File: config.mk
export PLATFORM = sky130hd
export DESIGN_NAME = bsg_fifo_1r1w_sync_mem_ctrl
export DESIGN_NICKNAME = d
export VERILOG_FILES = /design/src/rtl/bsg_fifo_1r1w_sync_mem_ctrl.sv
export SDC_FILE = /design/constraint.sdc
export NUM_CORES = 1
export LEC_CHECK = 0
export CORE_MARGIN = 2
export CORE_UTILIZATION = 32
export DETAILED_ROUTE_END_ITERATION = 16
export PLACE_DENSITY_LB_ADDON = 0.15
export SETUP_SLACK_MARGIN = 0.05
export SLEW_MARGIN = 20
export SYNTH_ARGS = -nofsm -noshare
export SYNTH_HDL_FRONTEND = slang
export SYNTH_SLANG_ARGS = --single-unit
File: constraint.sdc
create_clock -name clk_i -period 2.77 [get_ports clk_i]
set_input_delay 0.4155 -clock clk_i [delete_from_list [all_inputs] [get_ports clk_i]]
set_output_delay 0.4155 -clock clk_i [all_outputs]
set_load 0.03 [all_outputs]
File: src/rtl/bsg_fifo_1r1w_sync_mem_ctrl.sv
// Control logic that turns an external 1r1w synchronous RAM (latch_last_read_p=1,
// read_write_same_addr_p=0) into a ready/valid FIFO of els_p+1 entries.
module bsg_fifo_1r1w_sync_mem_ctrl #(
  parameter  int width_p       = 8,
  parameter  int els_p         = 4,
  localparam int addr_width_lp = (els_p > 1) ? $clog2(els_p) : 1,
  localparam int cnt_width_lp  = $clog2(els_p + 1)
) (
  input  logic                     clk_i,
  input  logic                     reset_i,

  input  logic                     v_i,
  output logic                     ready_and_o,
  input  logic [width_p-1:0]       data_i,

  output logic                     v_o,
  output logic [width_p-1:0]       data_o,
  input  logic                     yumi_i,

  output logic                     mem_w_v_o,
  output logic [addr_width_lp-1:0] mem_w_addr_o,
  output logic [width_p-1:0]       mem_w_data_o,
  output logic                     mem_r_v_o,
  output logic [addr_width_lp-1:0] mem_r_addr_o,
  input  logic [width_p-1:0]       mem_r_data_i
);

  localparam logic [cnt_width_lp-1:0]  full_cnt_lp  = cnt_width_lp'(els_p);
  localparam logic [addr_width_lp-1:0] last_addr_lp = addr_width_lp'(els_p - 1);

  logic [addr_width_lp-1:0] wptr_r;
  logic [addr_width_lp-1:0] rptr_r;
  logic [cnt_width_lp-1:0]  cnt_r;
  logic                     v_r;

  logic enq;
  logic deq_ok;
  logic rd;

  function automatic logic [addr_width_lp-1:0] ptr_inc(input logic [addr_width_lp-1:0] p);
    return (p == last_addr_lp) ? '0 : p + addr_width_lp'(1);
  endfunction

  // cnt_r counts RAM entries not yet read; the head element lives in the RAM read latch.
  assign ready_and_o = ~reset_i & (cnt_r != full_cnt_lp);
  assign enq         = v_i & ready_and_o;
  assign deq_ok      = ~v_r | yumi_i;
  assign rd          = ~reset_i & (cnt_r != '0) & deq_ok;

  always_ff @(posedge clk_i) begin
    if (reset_i) begin
      wptr_r <= '0;
      rptr_r <= '0;
      cnt_r  <= '0;
      v_r    <= 1'b0;
    end else begin
      if (enq) wptr_r <= ptr_inc(wptr_r);
      if (rd)  rptr_r <= ptr_inc(rptr_r);
      case ({enq, rd})
        2'b10:   cnt_r <= cnt_r + cnt_width_lp'(1);
        2'b01:   cnt_r <= cnt_r - cnt_width_lp'(1);
        default: cnt_r <= cnt_r;
      endcase
      v_r <= rd | (v_r & ~yumi_i);
    end
  end

  assign v_o          = v_r;
  assign data_o       = mem_r_data_i;
  assign mem_w_v_o    = enq;
  assign mem_w_addr_o = wptr_r;
  assign mem_w_data_o = data_i;
  assign mem_r_v_o    = rd;
  assign mem_r_addr_o = rptr_r;

`ifndef SYNTHESIS
  // Dequeueing an empty head would silently corrupt the occupancy count.
  assert property (@(posedge clk_i) disable iff (reset_i) !(yumi_i && !v_r))
    else $error("bsg_fifo_1r1w_sync_mem_ctrl: yumi_i asserted while v_o=0");
`endif

endmodule

==> impl_metrics.csv <==
group,metric,value,unit
global_routing,grt_pass1_wl,1462,µm
drt,antenna_left,0,
timing,min_period,2451,ps
layout,fin_nets,85,
cts,cts_inserted_buffers,3,
cts,htreeDepth,1,
cts,cts_tree,"done",
logic_synthesis,ys_types,18,
layout,syn2layout_area_growth,8.590,%
pwr,ir_worst_vdd,0.4308,mV
global_routing,antenna_found_initial,0,
logic_synthesis,synth_cells,59,
drt,dr.pass1.iters,3,
timing,rsz0062_at_grt,"no",
drt,drc,0,
pwr,total_power,622.1,µW
cts,hold_buffers,0,
layout,final_cells,76,
pwr,power.density,1008,nW/µm²
cts,cts_resized,0,
timing,hold_violations,0,
drt,vias_per_cell,4.487,
timing,worstMarginPinSlew,312.0,ps
layout,layout_common_cells,"11 x clkdlybuf4s50_1, 8 x dfxtp_1, 6 x nor2_1",
setup_path,critPathLaunchType,"primary input",
worst_hold_path,min_path_type,"reg -> reg",
timing,skew,6.067,ps
drt,routed-via-count,341,
logic_synthesis,ys_seq_elements,8,
layout,drive_gt1_share,23.73,%
logic_synthesis,synthesis.nets,83,
cts,post_cts_buffers,0,
layout,final.fill_count,182,
layout,final_util,36.52,%
die,ios,44,
outcome,status,"completed",
logic_synthesis,netlist_area,568.0,µm²
setup_path,worstPathRequired,2350,ps
setup_path,reg2regPathDepth,9,
timing,tns,0,ps
job,max-cap-violations,0,
logic_synthesis,synth_area_leaders,"dfxtp_1 28%, buf_4 22%, ha_1 6.6%",
die,start_util,33.63,%
cts,cts_root_buffer,"clkbuf_4",
cts,clock-sinks,8,
timing,relSlewSlack,79.13,%
drt,drt_iter0_drc,1,
die,die_w,46.13,µm
logic_synthesis,ys_warn_count,0,
setup_path,critical_path_class,"in -> out",
placement,port_buffers,11,
global_routing,grt-ovfl-total,0,
cts,cts.clk_slew.worst_paths,50,ps
global_routing,grt_max_degree,6,
pwr,leakage,0.0002473,µW
logic_synthesis,synth_top_area_share,28.19,%
logic_synthesis,ys_seq_area_share,28.19,%
die,coreArea,1689,µm²
placement,postPlaceCellArea,594.3,µm²
layout,design_area,616.8,µm²
layout,n_antenna_cell,0,
die,fp.dieArea,2128,µm²
setup_path,crit_path_end_kind,"primary output",
setup_path,crit_arrival,2040,ps
setup_path,cp_max_fo,4,
timing,timing.final.crit_share,88.49,%
timing,drv_slew,0,
logic_synthesis,synth_area_per_cell,9.628,µm²
die,fp.dieH,46.13,µm
global_routing,grt_pass1_vias,373,
logic_synthesis,yosys.area.top_type,"dfxtp_1",
drt,wl_per_cell,11.42,µm
timing,clock.fmax,0.4080,GHz
worst_hold_path,hold_depth,2,
timing,setup_viol,0,
global_routing,grt_use_total,9.783,%
placement,hpwlAfterDp,695,µm
placement,place.gp.congestion,0.6176,
placement,place_inst,73,
die,rows,15,
layout,mostFrequentLayoutCell,"clkdlybuf4s50_1",
drt,routed_wl,868,µm
cts,clkLatencyLatePin,250,ps
cts,clock_path_buffers,2,
setup_path,r2r_setup_slack,530,ps
## cell type report
class / count / area (µm²) / area share (%)
inverter: 4 / 15.01 / 2.434
clock buffer: 3 / 22.52 / 3.651
multi-input combinational: 30 / 265.3 / 43.00
timing repair buffer: 14 / 132.6 / 21.50
sequential: 8 / 160.2 / 25.96
tap: 17 / 21.27 / 3.448
## logic make-up (layout without fill, tap and decap cells)
| family | after synthesis | count (layout) | synth area share, % |
|---|---|---|---|
| AND/OR/NAND/NOR | 16 | 16 | 21.37 |
| XOR/XNOR | 2 | 2 | 3.084 |
| flip-flops | 8 | 8 | 28.19 |
| AO/OA/AOI/OAI | 4 | 4 | 3.523 |
| adder cells (fa/ha/maj) | 4 | 4 | 10.13 |
| buffers and inverters | 21 | 21 | 25.11 |
| multiplexers | 4 | 4 | 8.589 |
## path summary, 6_finish.rpt
check | from | to
worst min register to register | v_o | v_o
worst max-delay path | reset_i | mem_r_v_o
worst min-delay path | v_o | v_o
worst max register to register | cnt_r[2] | cnt_r[2]
## sequential cells by signal, summed over array words and instances, names as in the netlist
register and cells:
mem_r_addr_o 2, v_o 1, mem_w_addr_o 2, cnt_r 3
## Yosys cell counts
cell type  count
nand2b_1       1
mux2_4         1
dfxtp_1        8
buf_4         17
o21ai_0        1
nor2_1         6
nor3b_2        1
fa_1           1
mux2_1         1
inv_1          4
nor3b_4        2
mux2_2         2
or3_2          1
ha_1           3
a21oi_1        3
nor2b_1        4
xor2_1         2
nor3_2         1
## metal layers
layer / track usage, % / part of all wire, % / wire length, µm / vias up
li1: - / - / - / 175
met1: 12.32 / 49 / 429 / 152
met2: 14.17 / 42 / 366 / 14
met3: 7.059 / 8.3 / 72 / 0
met4: 0.5714 / 0 / 0 / 0
met5: 0 / 0 / 0 / -
## power by group
part / total, µW / leakage (µW) / internal (µW) / switching, µW
clock network: 86.6 / 0.0000138 / 49.4 / 37.2
registers: 195 / 0.0000657 / 157 / 37.8
logic: 341 / 0.000168 / 166 / 175
## worst max-delay path: stages
cell	delay, ps
clkdlybuf4s50_1	540
nor3b_4	250
buf_4	160
clkdlybuf4s50_1	670
## per-stage QoR
step	setup slack (ps)	hold WS (ps)
after floorplan	330.6	476.1
after global placement	153.4	504.1
after detailed placement	119.7	503.1
after CTS	304.9	520.9
after global routing	228.2	543.0
final	318.8	519.9
(Power assumes the default switching activity.)
